## src/rtl/buffer_fifo_pkg.sv

```systemverilog
// buffer_fifo shared constants
// default sizes, thresholds and a clog2 helper
package buffer_fifo_pkg;

  localparam int DEF_ADDR_LEN = 6;
  localparam int DEF_DATA_LEN = 32;
  localparam int DEF_AE_THR   = 2;

  function automatic int clog2(input int v);
    int r;
    r = 0;
    for (int i = 0; i < 31; i++) begin
      if ((1 << i) < v) r = i + 1;
    end
    return r;
  endfunction

endpackage

```

## src/rtl/buffer_fifo_mem.sv

```systemverilog
// dual-port buffer memory
// one write port, one synchronous read port
module buffer_fifo_mem #(
  parameter int AW = 6,
  parameter int DW = 32,
  parameter     ram_type = "distributed"
) (
  input  logic          i_clk,
  input  logic          i_rst_n,
  input  logic          i_we,
  input  logic [AW-1:0] i_waddr,
  input  logic [DW-1:0] i_wdata,
  input  logic          i_re,
  input  logic [AW-1:0] i_raddr,
  output logic [DW-1:0] o_rdata
);

  (* ram_style = ram_type *)
  logic [DW-1:0] r_mem [0:(1<<AW)-1];
  logic [DW-1:0] r_q;

  // storage write; contents are never reset
  always_ff @(posedge i_clk) begin
    if (i_we) r_mem[i_waddr] <= i_wdata;
  end

  // registered read; the register is the head word
  always_ff @(posedge i_clk or negedge i_rst_n) begin
    if (!i_rst_n) r_q <= '0;
    else if (i_re) r_q <= r_mem[i_raddr];
  end

  assign o_rdata = r_q;

endmodule

```

## src/rtl/buffer_fifo.sv

```systemverilog
// buffer_fifo: valid/ready FIFO over the buffer memory
// show-ahead output register, count, flags, flush
module buffer_fifo
  import buffer_fifo_pkg::*;
#(
  parameter int addrLen = DEF_ADDR_LEN,
  parameter int dataLen = DEF_DATA_LEN,
  parameter     ram_type = "distributed",
  parameter int almostFullThr = (1 << addrLen) - 2,
  parameter int almostEmptyThr = DEF_AE_THR
) (
  input  logic               clk,
  input  logic               reset,
  input  logic               flush,
  input  logic               in_valid,
  output logic               in_ready,
  input  logic [dataLen-1:0] data_in,
  output logic               out_valid,
  input  logic               out_ready,
  output logic [dataLen-1:0] data_out,
  output logic [addrLen:0]   count,
  output logic               almost_full,
  output logic               almost_empty,
  output logic               overflow,
  output logic               underflow
);

  localparam int memSize = 1 << addrLen;
  localparam int AW = clog2(memSize);

  localparam logic [AW:0] MEM_C = (AW+1)'(memSize);
  localparam logic [AW:0] AF_C  = (AW+1)'(almostFullThr);
  localparam logic [AW:0] AE_C  = (AW+1)'(almostEmptyThr);
  localparam logic [AW:0] ONE_C = (AW+1)'(1);

  logic [AW:0]        r_wr_ptr;
  logic [AW:0]        r_rd_ptr;
  logic [AW:0]        r_count;
  logic               r_out_valid;
  logic               r_ovf;
  logic               r_unf;

  logic               w_in_ready;
  logic               w_ram_ne;
  logic               w_push;
  logic               w_pop;
  logic               w_pref;
  logic [dataLen-1:0] w_rdata;

  assign w_in_ready = r_count < MEM_C;
  // wrap bit makes unequal pointers mean "RAM holds words"
  assign w_ram_ne   = r_wr_ptr != r_rd_ptr;
  assign w_push = in_valid & w_in_ready & ~flush;
  assign w_pop  = r_out_valid & out_ready & ~flush;
  assign w_pref = w_ram_ne & (~r_out_valid | w_pop)
                & ~flush;

  buffer_fifo_mem #(
    .AW       (AW),
    .DW       (dataLen),
    .ram_type (ram_type)
  ) u_mem (
    .i_clk   (clk),
    .i_rst_n (reset),
    .i_we    (w_push),
    .i_waddr (r_wr_ptr[AW-1:0]),
    .i_wdata (data_in),
    .i_re    (w_pref),
    .i_raddr (r_rd_ptr[AW-1:0]),
    .o_rdata (w_rdata)
  );

  // pointers, occupancy and output-stage valid
  always_ff @(posedge clk or negedge reset) begin
    if (!reset) begin
      r_wr_ptr    <= '0;
      r_rd_ptr    <= '0;
      r_count     <= '0;
      r_out_valid <= 1'b0;
    end else if (flush) begin
      r_wr_ptr    <= '0;
      r_rd_ptr    <= '0;
      r_count     <= '0;
      r_out_valid <= 1'b0;
    end else begin
      if (w_push) r_wr_ptr <= r_wr_ptr + ONE_C;
      if (w_pref) r_rd_ptr <= r_rd_ptr + ONE_C;
      if (w_pref)     r_out_valid <= 1'b1;
      else if (w_pop) r_out_valid <= 1'b0;
      if (w_push && !w_pop)
        r_count <= r_count + ONE_C;
      else if (w_pop && !w_push)
        r_count <= r_count - ONE_C;
    end
  end

  // sticky protocol-violation flags, cleared by reset only
  always_ff @(posedge clk or negedge reset) begin
    if (!reset) begin
      r_ovf <= 1'b0;
      r_unf <= 1'b0;
    end else begin
      if (in_valid && !w_in_ready) r_ovf <= 1'b1;
      if (out_ready && !r_out_valid) r_unf <= 1'b1;
    end
  end

  assign in_ready     = w_in_ready;
  assign out_valid    = r_out_valid;
  assign data_out     = w_rdata;
  assign count        = r_count;
  assign almost_full  = r_count >= AF_C;
  assign almost_empty = r_count <= AE_C;
  assign overflow     = r_ovf;
  assign underflow    = r_unf;

endmodule

```

## config.mk

```make
export PLATFORM = sky130hd
export DESIGN_NAME = buffer_fifo
export DESIGN_NICKNAME = d
export VERILOG_FILES = /design/src/rtl/buffer_fifo_pkg.sv /design/src/rtl/buffer_fifo_mem.sv /design/src/rtl/buffer_fifo.sv
export SDC_FILE = /design/constraint.sdc
export NUM_CORES = 2
export LEC_CHECK = 0
export BUFFER_PORTS_ARGS = -buffer_cell sky130_fd_sc_hd__buf_2
export CELL_PAD_IN_SITES_DETAIL_PLACEMENT = 0
export CELL_PAD_IN_SITES_GLOBAL_PLACEMENT = 1
export CORE_MARGIN = 2
export CORE_UTILIZATION = 60
export CTS_CLUSTER_SIZE = 10
export DETAILED_ROUTE_END_ITERATION = 8
export PLACE_DENSITY_LB_ADDON = 0.1
export SETUP_SLACK_MARGIN = 0.02
export SLEW_MARGIN = 20
export SYNTH_ARGS = -nofsm -noshare
export SYNTH_HDL_FRONTEND = slang
export SYNTH_SLANG_ARGS = --single-unit
```

## constraint.sdc

```tcl
create_clock -name clk -period 8.7 [get_ports clk]
set_input_delay 1.74 -clock clk [delete_from_list [all_inputs] [get_ports clk]]
set_output_delay 1.74 -clock clk [all_outputs]
set_load 0.02 [all_outputs]
```

==> results_dict.tcl <==
set metrics [dict create \
    grt_pass1_vias 39300 \
    drt_iter0_markers 6461 \
    path_clk_slew_ns 0.06 \
    die_area_sq_um 137000 \
    clock_sinks 2104 \
    clock_latency_ns 0.85 \
    worst_hold_slack_ns 0.449 \
    rows 134 \
    wl_per_cell_um 36.8 \
    num_vias 40600 \
    cts_max_level 4 \
    tightest_slew_ns 1.31 \
    grt_pass1_wl_mm 299 \
    drcViolationCount 0 \
    finalCritPeriodShare_pct 50.2 \
    postCtsHoldBufs 0 \
    vias_per_cell 6.97 \
    grt-ovfl-total 0 \
    netlist_instances 3745 \
    synth.distinct_cells 60 \
    boundaryPins 82 \
    worst_ep_required_time_ns 9.14 \
    cts_tree "done" \
    critPathArrivalTime_ns 4.81 \
    synth_edf_count 2048 \
    hold_viol 0 \
    gp_congestion 0.884 \
    grt_max_degree 127 \
    cts_setup_buffers 0 \
    yosys-top-cells-count "edfxtp_1, mux4_2, mux2i_1" \
    vdd_drop_max_mv 0.250 \
    cts_buffers 229 \
    setup_viol 0 \
    finalSetupTns_ns 0 \
    hold_class "flip-flop to flip-flop" \
    seqCellArea_sq_um 62900 \
    total_power_mw 24.6 \
    drv_slew 0 \
    synth_top_area_share_pct 76.2 \
    yosysTopAreaCell "edfxtp_1" \
    synth_seq_cells 2104 \
    die_h_um 371 \
    n_fill_cell 8402 \
    ys.flop_type "edfxtp_1" \
    cap_viol_max_count 0 \
    fin_skew_ns 0.0330 \
    dp_slack_ns 3.44 \
    yosysWarnings 0 \
    grt.total_usage_pct 31.7 \
    period_needed_ns 4.36 \
    port_buffers 81 \
    synth.most_common_cell "edfxtp_1" \
    ant_nets 0 \
    setup_ws_ns 4.34 \
    ys_seq_area_share_pct 78.0 \
    syn_to_final_growth_pct 12.3 \
    multi_input_comb_area_sq_um 17100 \
    antenna_found_initial 16 \
    start_util_pct 60.5 \
    ys_async_sr_fraction_pct 2.66 \
    cts-resized-gates 0 \
    powerDensity_nw_per_um2 271 \
    syn_area_sq_um 80700 \
    p_leak_nw 27.7 \
    avgSynthCellArea_sq_um 21.5 \
    relSlewSlack_pct 12.3 \
    cts_buffer_depth 3 \
    core-area_sq_um 133000 \
    rsz0062_at_grt "false" \
    drt_wl_total_mm 215 \
    end_kind "flip-flop" \
    outcome "finished, final reports clean" \
    worst_setup_path_start_kind "primary input" \
    yosys-top-cells-area "edfxtp_1, mux4_2, mux2i_1" \
    dp_hpwl_mm 122 \
    drive_gt1_share_pct 23.7 \
    synth_nets 3791 \
    cts-root-buf "clkbuf_16" \
    firstDrtPassIters 5 \
    fmax_mhz 229 \
    crit_type "primary input to flip-flop" \
    crit_fanout 32 \
    die_w_um 371 \
    nets 3989 \
]
[final cells by class]
class,count,share of cell area [%]
flip-flops and latches,2104,69.4
multi-input cells,1417,18.9
clock buffers,331,6.78
well taps,1768,2.44
repair buffers,181,2.15
clock inverters,16,0.255
inverters,10,0.0428
diodes,2,0.00552
[through the flow]
stage	util (%)	area (sq um)	instances
floorplan	-	80700	3745
global placement	62.4	83300	5441
CTS	67.2	89700	5791
detailed placement	62.5	83400	5444
global route	67.9	90600	5827
finish	67.9	90600	5829
[cells in the final DEF, fill, tap and decap left out, types with 14 or more instances in the layout]
| master | n |
|---|---|
| edfxtp_1 | 2048 |
| mux4_2 | 429 |
| clkbuf_16 | 230 |
| mux2i_1 | 199 |
| a22oi_1 | 101 |
| clkbuf_1 | 100 |
| nand2_1 | 84 |
| nor2_1 | 72 |
| buf_4 | 71 |
| a21oi_1 | 66 |
| buf_2 | 63 |
| nor2_4 | 62 |
| dfrtp_1 | 50 |
| o22ai_1 | 45 |
| a211oi_1 | 32 |
| o21ai_0 | 27 |
| buf_12 | 26 |
| nand3_1 | 22 |
| o221ai_1 | 22 |
| a22o_1 | 22 |
| buf_16 | 21 |
| a31oi_1 | 20 |
| nor2b_1 | 16 |
| mux2_2 | 14 |
[power by group]
part / switching, mW / internal [mW] / total (mW)
logic: 2.63 / 1.85 / 4.47
clock network: 3.70 / 4.82 / 8.52
registers: 0.296 / 11.3 / 11.6
total: 6.62 / 17.9 / 24.6
[worst paths after layout]
check | from | cells after the start | slack (ns) | endpoint
max in group asynchronous | reset | 1 | 6.93 | r_rd_ptr[2]$_DFFE_PN0P_
worst max register to register | r_rd_ptr[0]$_DFFE_PN0P_ | 7 | 4.35 | u_mem.o_rdata[25]$_DFFE_PN0P_
worst min-delay path | overflow$_DFFE_PN0P_ | 1 | 0.45 | overflow$_DFFE_PN0P_
worst max-delay path | in_valid | 7 | 4.34 | u_mem.r_mem[8][10]$_DFFE_PP_
worst min register to register | overflow$_DFFE_PN0P_ | 1 | 0.45 | overflow$_DFFE_PN0P_
min in group asynchronous | reset | 1 | 1.02 | count[2]$_DFFE_PN0P_
[worst max-delay path: stages]
cell     delay [ns]
buf_2          0.13
nor2b_1        0.52
and2_1         0.55
nor2b_1        0.33
nand2_1        0.35
buf_4          0.32
nor2_4         0.81
[logic make-up after synthesis]
logic type,synth area share (%)
xor gates and xnor gates,0.217
adders and majority gates,0.149
buffers and inverters,1.50
and+or+nand+nor,1.84
DFF,78.0
AOI/OAI and AO/OA,3.69
muxes,14.6
[registers in the layout (all words and copies together) (netlist names)]
register and count:
count 7, out_valid 1, overflow 1, r_rd_ptr 7, r_wr_ptr 7, u_mem.o_rdata 32, u_mem.r_mem 2048, underflow 1
[metal layers]
| layer | up-vias | part of all wire (%) | GRT usage (%) |
|---|---|---|---|
| met5 | - | 0.014 | 0 |
| met4 | 6 | 3.1 | 9.69 |
| met3 | 309 | 13 | 8.40 |
| met2 | 2610 | 44 | 44.8 |
| met1 | 21600 | 39 | 49.1 |
| li1 | 16100 | - | - |
(Power assumes the default switching activity.)
